File: config.mk
export PLATFORM = sky130hd
export DESIGN_NAME = accel_msg_ingress_buffer
export DESIGN_NICKNAME = d
export VERILOG_FILES = /design/src/rtl/accel_msg_ingress_buffer.sv
export SDC_FILE = /design/constraint.sdc
export NUM_CORES = 1
export LEC_CHECK = 0
export CORE_ASPECT_RATIO = 1.5
export CORE_UTILIZATION = 47
export CTS_CLUSTER_DIAMETER = 120
export CTS_CLUSTER_SIZE = 20
export DETAILED_ROUTE_END_ITERATION = 8
export PLACE_DENSITY = 0.77
export RECOVER_POWER = 50
export SLEW_MARGIN = 20
export SYNTH_ARGS = -nofsm -noshare
export SYNTH_HDL_FRONTEND = slang
export SYNTH_SLANG_ARGS = --single-unit
export TNS_END_PERCENT = 50
File: constraint.sdc
create_clock -name clk -period 4 [get_ports clk]
set_clock_uncertainty 0.2 [all_clocks]
set_input_delay 0.6 -clock clk [delete_from_list [all_inputs] [get_ports clk]]
set_output_delay 0.6 -clock clk [all_outputs]
set_load 0.05 [all_outputs]
File: src/rtl/accel_msg_ingress_buffer.sv
// Store-and-forward flit buffer between the NoC port and a custom accelerator.
// A flit is presented downstream only once its whole message is buffered.
package accel_msg_ingress_pkg;
  typedef struct packed {
    logic        notFinalFlit;
    logic        isIdleToken;
    logic [31:0] payload;
  } flit_t;
endpackage

module accel_msg_ingress_buffer
  import accel_msg_ingress_pkg::*;
#(
  parameter int LOG_DEPTH     = 4,
  parameter int MAX_MSG_FLITS = 4
) (
  input  logic               clk,
  input  logic               rst_n,
  input  flit_t              in_data,
  input  logic               in_valid,
  output logic               in_ready,
  output flit_t              out_data,
  output logic               out_valid,
  input  logic               out_ready,
  output logic [LOG_DEPTH:0] msg_count,
  output logic [LOG_DEPTH:0] level,
  output logic               err_overlong
);

  localparam int PW    = LOG_DEPTH + 1;
  localparam int DEPTH = 1 << LOG_DEPTH;
  localparam logic [PW-1:0] DEPTH_P    = PW'(DEPTH);
  localparam logic [PW-1:0] LAST_LEN_P = PW'(MAX_MSG_FLITS - 1);

  flit_t             mem_q [DEPTH];
  logic [PW-1:0]     wr_ptr_q, wr_ptr_d;
  logic [PW-1:0]     rd_ptr_q, rd_ptr_d;
  logic [PW-1:0]     msg_count_q, msg_count_d;
  logic [PW-1:0]     cur_len_q, cur_len_d;
  logic              err_q, err_d;

  logic              full;
  logic              push, pop;
  logic              truncate;
  logic              msg_close, pop_final;
  flit_t             wr_flit;

  always_comb begin
    level     = wr_ptr_q - rd_ptr_q;
    full      = (level == DEPTH_P);
    in_ready  = !full;
    out_valid = (msg_count_q != '0);
    out_data  = mem_q[rd_ptr_q[LOG_DEPTH-1:0]];
    push      = in_valid && in_ready;
    pop       = out_valid && out_ready;
  end

  // A message that reaches the length limit is cut short by forcing its last flit final.
  always_comb begin
    truncate = in_data.notFinalFlit && (cur_len_q == LAST_LEN_P);
    wr_flit  = in_data;
    if (truncate) begin
      wr_flit.notFinalFlit = 1'b0;
    end
    msg_close = push && !wr_flit.notFinalFlit;
    pop_final = pop && !out_data.notFinalFlit;
  end

  always_comb begin
    wr_ptr_d    = wr_ptr_q;
    rd_ptr_d    = rd_ptr_q;
    cur_len_d   = cur_len_q;
    err_d       = err_q;
    msg_count_d = msg_count_q;
    if (push) begin
      wr_ptr_d = wr_ptr_q + 1'b1;
      if (!wr_flit.notFinalFlit) begin
        cur_len_d = '0;
      end else begin
        cur_len_d = cur_len_q + 1'b1;
      end
      if (truncate) begin
        err_d = 1'b1;
      end
    end
    if (pop) begin
      rd_ptr_d = rd_ptr_q + 1'b1;
    end
    case ({msg_close, pop_final})
      2'b10:   msg_count_d = msg_count_q + 1'b1;
      2'b01:   msg_count_d = msg_count_q - 1'b1;
      default: msg_count_d = msg_count_q;
    endcase
  end

  always_ff @(negedge clk) begin
    if (!rst_n) begin
      wr_ptr_q    <= '0;
      rd_ptr_q    <= '0;
      msg_count_q <= '0;
      cur_len_q   <= '0;
      err_q       <= 1'b0;
    end else begin
      wr_ptr_q    <= wr_ptr_d;
      rd_ptr_q    <= rd_ptr_d;
      msg_count_q <= msg_count_d;
      cur_len_q   <= cur_len_d;
      err_q       <= err_d;
    end
  end

  // Storage is not cleared on reset; the pointers and message count gate visibility.
  always_ff @(negedge clk) begin
    if (rst_n && push) begin
      mem_q[wr_ptr_q[LOG_DEPTH-1:0]] <= wr_flit;
    end
  end

  assign msg_count    = msg_count_q;
  assign err_overlong = err_q;

endmodule

* Yosys cells after proc, flatten, opt, wreduce, memory -nomap -nowiden
Memory sizes are Yosys's and may differ from the RTL's. A register that Yosys moved wholly into a read port is not among the register bits.
Index checks and enable logic that the tools add are counted.
** Word-level totals
- Memory bits (writable) :: 544
- Memories :: 1
- Word-level logic and storage cells :: 35
- Output and inout port bits :: 47
- Bits of input ports :: 38
- Flip-flop bits (word level) :: 21
** Cells by class
- Muxes and demuxes :: 7
- Eq/ne operators :: 4
- Reduce and logical (&&, ||, !) cells :: 12
- Add/subtract/negate cells :: 6
** Memory list
- mem_q :: words 16, width 34, read ports 1, clocked after Yosys merged registers in 1, wr ports 1, RTL line 35 : flit_t mem_q [DEPTH];
** Operator list (count)
- $add 5x1->5 const B :: 4
- $pmux 5 s2 :: 1
- $mux 4 :: 2
- $logic_and 1x1->1 :: 6
- $eq 5x2->1 const B :: 1
- $eq 5x5->1 const B :: 1
- $mux 5 :: 1
- $reduce_bool 5->1 :: 1
- $sub 5x1->5 const B :: 1
- $sub 5x5->5 :: 1
- $logic_not 1->1 :: 3
- $mux 1 :: 3
- $eq 2x1->1 const B :: 1
- $eq 2x2->1 const B :: 1
- $reduce_and 2->1 :: 1
- $reduce_bool 2->1 :: 1

* Longest topological paths before layout
Gate-level depths: netlist of the first run.
- Depth in word-level cells :: 7
- Gate-level depth with buffers :: 17
- Gate-level depth less buffers :: 16

==> impl_metrics.csv, run 1 <==
group,metric,value,unit
route,drt_first_pass_iters,5,
placement,dpl.hpwl,27.4,mm
die,initial_core_util,47.9,%
die,die_w,179,um
route,vias,12941,
clock_network,ctsHoldBuffers,0,
power_and_ir_drop,ir_drop,0.609,mV
final_layout,layout.area.seq,16900,um2
clock_network,cts_made_buffers,34,
die,coreArea,45900,um2
power_and_ir_drop,power.leakage,0.0115,uW
route,ant_nets,0,
synth,syn_inst,933,
timing,fin_ws,-1460,ps
die,boundaryPins,85,
placement,gp_congestion,0.750,
final_layout,area_growth,31.4,%
route,drc,0,
min_path,hold_class,"register to register",
clock_network,worstSkewPairLatency,620,ps
synth,ys_async_sr_fraction,0,%
synth,syn_avg_cell_area,23.5,um2
synth,post-synth-top-count-cell,"edfxtp_1",
final_layout,layout-drive-gt1-share,27.4,%
critical_path,required,3200,ps
timing,hold_viol_final,0,
critical_path,worstSetupStartpointType,"register",
route,wire_per_inst,23.7,um
timing,worst_pin_slew,755,ps
critical_path,crit_arrival,4660,ps
placement,dpl-instance-area,25100,um2
power_and_ir_drop,powerDensity,586,nW/um2
synth,synth_top_area_share,74.4,%
final_layout,instances_no_fill,2328,
synth,syn_area,22000,um2
synth,yosysWarnings,0,
critical_path,rrSetupSlack,250,ps
synth,synth.top_cells.by_count,"edfxtp_1, mux4_2, dfxtp_1",
route,drtIter0Drc,1227,
global_routing,grt_pass1_wl,80.4,mm
final_layout,nets,1790,
synth,synthTopCellsByArea,"edfxtp_1, mux4_2, dfxtp_1",
synth,ys_ff_latch,569,
run_status,status,"finished with violations",
global_routing,antenna_found_initial,5,
clock_network,cts_tree,"done",
timing,timing.hold.ws,289,ps
clock_network,cts.sinks,569,
global_routing,gr-total-overflow,0,
die,die_h,267,um
final_layout,multi_input_area,5090,um2
route,viasPerCell,5.56,
final_layout,fill_cells,2935,
global_routing,grt_max_degree,26,
synth,ys.flop_type,"edfxtp_1",
die,fp-row-count,96,
global_routing,grt_pass1_vias,14613,
global_routing,grt.total_usage,23.5,%
critical_path,path_class,"register to output port",
timing,rsz0062_at_grt,"true",
synth,ys_seq_area_share,76.7,%
placement,io_buffers,84,
synth,synth_nets,987,
critical_path,cp_max_fo,9,
clock_network,clockBufferDepth,3,
run_status,violations,"setup timing",
clock_network,htree_levels,2,
route,totalWireLength,55.2,mm
critical_path,end_kind,"output port",
final_layout,fin_area,28900,um2
timing,max-slew-margin-rel,49.6,%
synth,synth_largest_area_cell,"edfxtp_1",
synth,synth_edf_count,544,
timing,setup_viol,42,
clock_network,clock-root-buffer,"clkbuf_16",
job,cap_violations,0,
die,die_area,47600,um2
placement,post-place-cells,1689,
timing,maxSlewViolCount,0,
clock_network,path_clk_slew,50,ps
synth,ys_types,42,
[cells by family after synthesis]
kind of cell    share of synthesized area (%)
mux                                      17.9
fa+ha+maj                               0.980
compound gates                          0.798
buf+inv                                  1.41
simple gates                             1.74
xor+xnor                                0.513
flops                                    76.7
[metrics by stage]
stage / power [uW] / TNS (ps) / util [%] / worst slack, ps
6_report: 16900 / -52880 / 62.9 / -1460
5_1_grt: 17700 / -55690 / 62.9 / -1520
4_1_cts: 16900 / -53880 / 62.6 / -1490
3_5_place_dp: 11200 / -352690 / 54.7 / -1050
3_3_place_gp: 11200 / -347630 / 54.7 / -983
2_1_floorplan: 10000 / -191010 / - / -929
[cell usage in the layout, fill, tap and decap left out, types with 3 or more instances in the layout]
cell type,netlist,final
and4_4,0,4
and4_2,0,4
buf_8,0,12
nand4_1,4,4
dfxtp_1,25,11
edfxtp_1,544,544
a21oi_1,12,7
buf_16,0,3
and3_2,0,4
dfxtp_4,0,6
nor2_1,15,13
mux2i_1,8,8
clkbuf_1,17,9
inv_1,14,575
a21oi_4,0,3
xor2_1,4,3
a21oi_2,1,3
nand2_1,18,16
dfxtp_2,0,8
xnor2_1,7,6
buf_4,1,81
ha_4,0,4
buf_6,10,37
ha_1,14,10
and3_4,0,4
inv_2,0,4
o32ai_1,3,3
buf_12,0,65
a21o_1,3,3
mux4_2,170,170
o21ai_0,3,3
dlygate4sd3_1,0,34
clkbuf_16,0,39
[timing repair]
item	in CTS	in global routing
gates cloned	3	2
setup endpoints to repair	164	118
pin swaps	15	10
resized for setup	100	18
buffers inserted	19	13
[power breakdown]
part / switching (uW) / internal (uW) / total [uW]
registers: 74.0 / 6680 / 6750
clock network: 3620 / 2410 / 6040
logic: 1950 / 2170 / 4120
total: 5650 / 11300 / 16900
[final timing paths]
kind                start            to  depth (start not counted)
min reg2reg  cur_len_q[4]  cur_len_q[4]                          2
max              register  out_data[10]                          5
min          cur_len_q[4]  cur_len_q[4]                          2
max reg2reg   wr_ptr_q[0]  msg_count[4]                         19
[critical path, cell delays in order, from the launching register on]
cell,delay (ps)
dfxtp_4,440
buf_12,210
buf_8,140
mux4_2,520
mux4_2,530
buf_8,180
[area by class of cell]
cell class | instances | share of cell area (%)
Sequential cell | 569 | 58.5
Tap cell | 588 | 2.55
Clock buffer | 37 | 3.21
Clock inverter | 570 | 7.46
Inverter | 13 | 0.199
Antenna cell | 2 | 0.0173
Multi-Input combinational cell | 305 | 17.6
Timing Repair Buffer | 244 | 10.5
[registers in the layout, summed over array words and instances, names as in the netlist, named ones only]
register / flops
cur_len_q: 5
msg_count: 5
mem_q: 544
wr_ptr_q: 5
rd_ptr_q: 5
err_overlong: 1
[layer usage]
metal / GRT usage, % / vias to the layer above / wire [um]
met1: 26.1 / 6528 / 18800
li1: - / 5547 / -
met3: 6.18 / 123 / 4490
met2: 40.9 / 737 / 30300
met5: 0 / - / 38
met4: 12.7 / 6 / 1560
No activity file was read; power rests on OpenSTA's default activity.
==> run 2, diff against run 1 <==
CAP_MARGIN = 20   (was not set)
clock period = 4.97 ns   (was 4 ns; I/O delays follow)
==> run 2 against run 1 <==
  * The run still ends with setup timing left
  * Die area unchanged
  * Clock power down 16%
  * Register-to-register slack better by 1200 ps
  * Power down 19%
  * Final cell count down 0.86%
  * Global-route usage up 0.41 points
  * Non-clock buffer count down 21
  * First-iteration DRC count unchanged
  * Flip-flop and latch count unchanged
  * Via count up 2.1%
  * Sequential power down 20%
  * Critical path type unchanged
  * Largest cell class unchanged
  * Largest power group unchanged
==> impl_metrics.csv, run 2 (synthesis gave the netlist of run 1 again) <==
group,metric,value,unit
global_routing,gr-total-overflow,0,
clock_network,cts_made_buffers,34,
die,coreArea,45900,um2
placement,io_buffers,84,
timing,max-slew-margin-rel,56.7,%
clock_network,cts.sinks,569,
global_routing,antenna_found_initial,7,
power_and_ir_drop,p_total,13600,uW
critical_path,required,4020,ps
power_and_ir_drop,power.leakage,0.0114,uW
global_routing,grt.total_usage,24.0,%
placement,gp_congestion,0.763,
critical_path,crit_arrival,5100,ps
global_routing,grt_pass1_vias,14625,
timing,rsz0062_at_grt,"true",
final_layout,final_cell_mix,"inv_1, edfxtp_1, mux4_2",
route,ant_nets,0,
final_layout,final_common_cell,"inv_1",
clock_network,worstSkewPairLatency,640,ps
route,wire_per_inst,25.6,um
clock_network,clockBufferDepth,3,
timing,setup_viol,41,
critical_path,cp_max_fo,12,
die,boundaryPins,85,
route,totalWireLength,59.2,mm
route,viasPerCell,5.72,
run_status,violations,"setup timing",
timing,hold_viol_final,0,
die,die_area,47600,um2
critical_path,cpMostUsedCell,"mux4_2",
die,fp-row-count,96,
global_routing,grt_pass1_wl,81.4,mm
clock_network,path_clk_slew,30,ps
clock_network,cts_tree,"done",
die,die_h,267,um
route,drtIter0Drc,1227,
final_layout,nets,1769,
final_layout,postLayoutCoreUtil,62.5,%
final_layout,layout-drive-gt1-share,25.3,%
job,cap_violations,0,
final_layout,fill_cells,3019,
timing,fin_ws,-1080,ps
clock_network,ctsHoldBuffers,0,
critical_path,path_class,"register to output port",
run_status,status,"finished with violations",
critical_path,cp_slowest_cell,"mux4_2",
route,vias,13211,
die,die_w,179,um
power_and_ir_drop,powerDensity,476,nW/um2
min_path,hold_class,"register to register",
timing,maxSlewViolCount,0,
critical_path,cpPeakStageDelay,550,ps
route,drt_first_pass_iters,7,
die,initial_core_util,47.9,%
critical_path,end_kind,"output port",
critical_path,worstSetupStartpointType,"register",
placement,dpl.hpwl,28.1,mm
global_routing,grt_max_degree,24,
power_and_ir_drop,ir_drop,0.450,mV
clock_network,htree_levels,2,
final_layout,area_growth,30.5,%
clock_network,clock-root-buffer,"clkbuf_16",
critical_path,path_cells,"buf_12 -> buf_4 -> mux4_2 -> mux4_2 -> buf_6",
timing,worst_pin_slew,650,ps
final_layout,largest_register_ffs,544,
route,drc,0,
[run 2: changes by cell type in the layout (fill, tap and decap cells not counted), sizes merged]
cell / change
clkdlybuf4s15: +1
clkbuf: -1
dlymetal6s2s: +1
buf: -25
diode: +1
dlygate4sd2: +1
dlygate4sd3: +2
[run 2: worst paths after layout]
| check | from | end | slack [ps] | depth (start not counted) |
|---|---|---|---|---|
| max | register | out_data[3] | -1080 | 5 |
| min | cur_len_q[4] | cur_len_q[4] | 270 | 2 |
| min reg2reg | cur_len_q[4] | cur_len_q[4] | 270 | 2 |
| max reg2reg | register | msg_count[4] | 1400 | 13 |
[run 2: what timing repair did]
item,CTS,global route
pin swaps,3,2
endpoints found under the setup margin,45,43
resized for setup,60,4
buffers inserted,5,2
cloned,1,4
[run 2: final cells by class]
type,count,area (um2),share of cell area (%)
Antenna cell,3,7.51,0.0262
Clock buffer,37,926,3.23
Clock inverter,570,2150,7.51
Inverter,13,55.1,0.192
Multi-Input combinational cell,305,4990,17.4
Sequential cell,569,16800,58.8
Tap cell,588,736,2.57
Timing Repair Buffer,223,2950,10.3
[run 2: per-stage QoR]
step | area, um2 | setup WS (ps) | std cells | hold WS [ps] | TNS (ps)
after floorplan | 22200 | -590 | 933 | 241 | -107760
after global placement | 25200 | -672 | 1687 | 258 | -153710
after detailed placement | 25200 | -673 | 1687 | 263 | -155210
after CTS | 28600 | -1090 | 2299 | 269 | -38330
after global routing | 28700 | -1110 | 2308 | 289 | -40770
final | 28700 | -1080 | 2308 | 266 | -38560
[run 2: power by group]
group	total (uW)	leakage, uW	switching (uW)	internal, uW
clock network	5060	0.00349	3110	1950
logic	3140	0.00279	1540	1600
registers	5420	0.00511	54.2	5370
[run 2: worst max-delay path, delay by kind of cell (launching register included)]
family                 cells  cell delay (ps)
muxes                      2             1080
buffers and inverters      3              540
DFF                        1              380
[run 2: metal layers]
| metal | vias to the layer above | GRT usage (%) | part of all wire, % | routed length, um |
|---|---|---|---|---|
| li1 | 5501 | - | - | - |
| met1 | 6671 | 26.4 | 34 | 20000 |
| met2 | 858 | 40.8 | 54 | 31700 |
| met3 | 175 | 6.41 | 8.5 | 5030 |
| met4 | 6 | 14.8 | 4.2 | 2470 |
| met5 | - | 0 | 0.057 | 34 |
==> run 3, diff against run 2 <==
CORE_ASPECT_RATIO = 1.1   (was 1.5)
==> run 3 against run 2 <==
  * The flow still finishes with violations (setup timing)
  * Largest power group unchanged
  * First-iteration DRC count down 19%
  * Flip-flop and latch count unchanged
  * Sequential share of layout area up 0.54 points
  * Sequential power about the same
  * Final cell count down 0.39%
  * Wire length down 11%
  * Count of clock-buffer cells in the layout down 3
  * Design area down 0.89%
==> impl_metrics.csv, run 3 (synthesis gave the netlist of run 1 again) <==
group,metric,value,unit
route,drc,0,
timing,fin_ws,-1100,ps
power_and_ir_drop,power.leakage,0.0113,uW
clock_network,worstSkewPairLatency,630,ps
global_routing,grt_max_degree,21,
die,die_h,229,um
final_layout,nets,1760,
die,boundaryPins,85,
timing,max-slew-margin-rel,53.0,%
timing,worst_pin_slew,705,ps
clock_network,path_clk_slew,50,ps
critical_path,path_cells,"buf_4 -> buf_4 -> mux4_2 -> mux4_2 -> buf_6",
power_and_ir_drop,p_comb_share,23.0,%
placement,io_buffers,84,
clock_network,clockBufferDepth,3,
critical_path,reg2regPathDepth,12,
route,top_layer,"met5",
placement,dpl.hpwl,27.4,mm
power_and_ir_drop,intPower,8780,uW
run_status,status,"finished with violations",
clock_network,clock-root-buffer,"clkbuf_16",
power_and_ir_drop,powerDensity,463,nW/um2
final_layout,final_common_cell,"inv_1",
clock_network,cts_tree,"done",
run_status,violations,"setup timing",
timing,hold_viol_final,0,
timing,setup_viol,314,
timing,maxSlewViolCount,0,
final_layout,final_cell_mix,"inv_1, edfxtp_1, mux4_2",
critical_path,crit_family,"multiplexers",
clock_network,htree_levels,2,
final_layout,largest_register_ffs,544,
clock_network,ctsHoldBuffers,0,
route,vias,12503,
placement,pre_cts_ws,-727,ps
route,totalWireLength,52.6,mm
job,cap_violations,0,
final_layout,layout-drive-gt1-share,25.1,%
power_and_ir_drop,sequentialPowerShare,41.3,%
global_routing,gr-total-overflow,0,
die,die_w,208,um
global_routing,antenna_found_initial,3,
route,met2WireLength,28.2,mm
final_layout,area_growth,29.3,%
critical_path,crit_arrival,5130,ps
global_routing,grt_pass1_vias,14063,
route,drtIter0Drc,991,
clock_network,cts.sinks,569,
critical_path,path_class,"register to output port",
die,fp-row-count,82,
die,coreArea,45900,um2
die,die_area,47600,um2
die,initial_core_util,47.9,%
global_routing,grt.total_usage,22.3,%
power_and_ir_drop,p_total,13100,uW
route,ant_nets,0,
min_path,hold_class,"register to register",
placement,gp_congestion,0.763,
power_and_ir_drop,ir_drop,0.318,mV
critical_path,required,4020,ps
critical_path,worstSetupStartpointType,"register",
route,met1_length,19.3,mm
power_and_ir_drop,p_sw_share,33.2,%
min_path,min_delay_path_depth,2,
route,wl_met3,3.75,mm
route,drt_first_pass_iters,7,
global_routing,grt_pass1_wl,78.1,mm
critical_path,cp_max_fo,5,
timing,rsz0062_at_grt,"true",
power_and_ir_drop,power_frac_clock,35.7,%
route,viasPerCell,5.44,
route,wire_per_inst,22.9,um
power_and_ir_drop,power_switching,4370,uW
critical_path,cpPeakStageDelay,540,ps
critical_path,path_depth,5,
critical_path,end_kind,"output port",
clock_network,cts_made_buffers,34,
critical_path,critPathBufInv,3,
critical_path,cp_slowest_cell,"mux4_2",
-- run 3: changes by cell type in the layout (fill, tap and decap cells not counted), moves of 2 or more --
cell,previous run,this run
a21oi_2,1,3
buf_4,57,68
inv_6,0,3
clkbuf_16,41,36
buf_12,72,64
buf_6,38,31
-- run 3: cell type report --
cell class	count	area, um2
timing repair buffer	214	2710
inverter	13	55.1
tap	588	736
clock buffer	34	851
clock inverter	574	2190
multi-input combinational	305	5000
fill	3048	17500
antenna	2	5.00
sequential	569	16900
-- run 3: power groups by stage --
stage                     Sequential, uW  Combinational [uW]  Clock (uW)
after global placement              5490                2770         678
after detailed placement            5500                2800         678
after floorplan                     5500                1900         678
final                               5430                3020        4690
after global routing                5430                3190        5220
after CTS                           5430                2980        4750
-- run 3: path summary, 6_finish.rpt --
| check | startpoint | to | slack (ps) |
|---|---|---|---|
| max reg2reg | wr_ptr_q[0] | mem_q[12][13] | 1190 |
| max | register | out_data[29] | -1100 |
| min reg2reg | cur_len_q[4] | cur_len_q[4] | 280 |
| min | cur_len_q[4] | cur_len_q[4] | 280 |
-- run 3: worst reg2reg max path, cell delays in order, from the launching register on --
cell and delay [ps]:
dfxtp_2 310, inv_2 80, ha_4 140, inv_2 30
fa_2 380, xor2_4 210, nor4_2 60, mux2_4 280
buf_4 170, a21oi_1 310, clkbuf_1 590, and4_2 500
buf_12 210
-- run 3: per-stage QoR --
step / hold WS (ps) / area [um2] / instances / TNS (ps) / util [%]
global placement: 252 / 25000 / 1681 / -148350 / 54.6
global route: 312 / 28400 / 2298 / -143160 / 61.9
finish: 279 / 28400 / 2299 / -110730 / 61.9
detailed placement: 271 / 25000 / 1681 / -157560 / 54.6
floorplan: 241 / 22200 / 933 / -107760 / -
CTS: 279 / 28300 / 2293 / -40330 / 61.7
-- run 3: routing by layer --
layer	GRT usage [%]	up-vias
li1	-	5491
met1	25.5	6323
met2	38.2	585
met3	6.54	100
met4	11.5	4
met5	0	-
-- run 3: repair_timing --
action / in CTS / in global routing
buffers inserted: 4 / 2
gates resized for setup: 42 / 17
pin swaps: 1 / 1
setup endpoints to repair: 43 / 44
gates cloned: 1 / 2
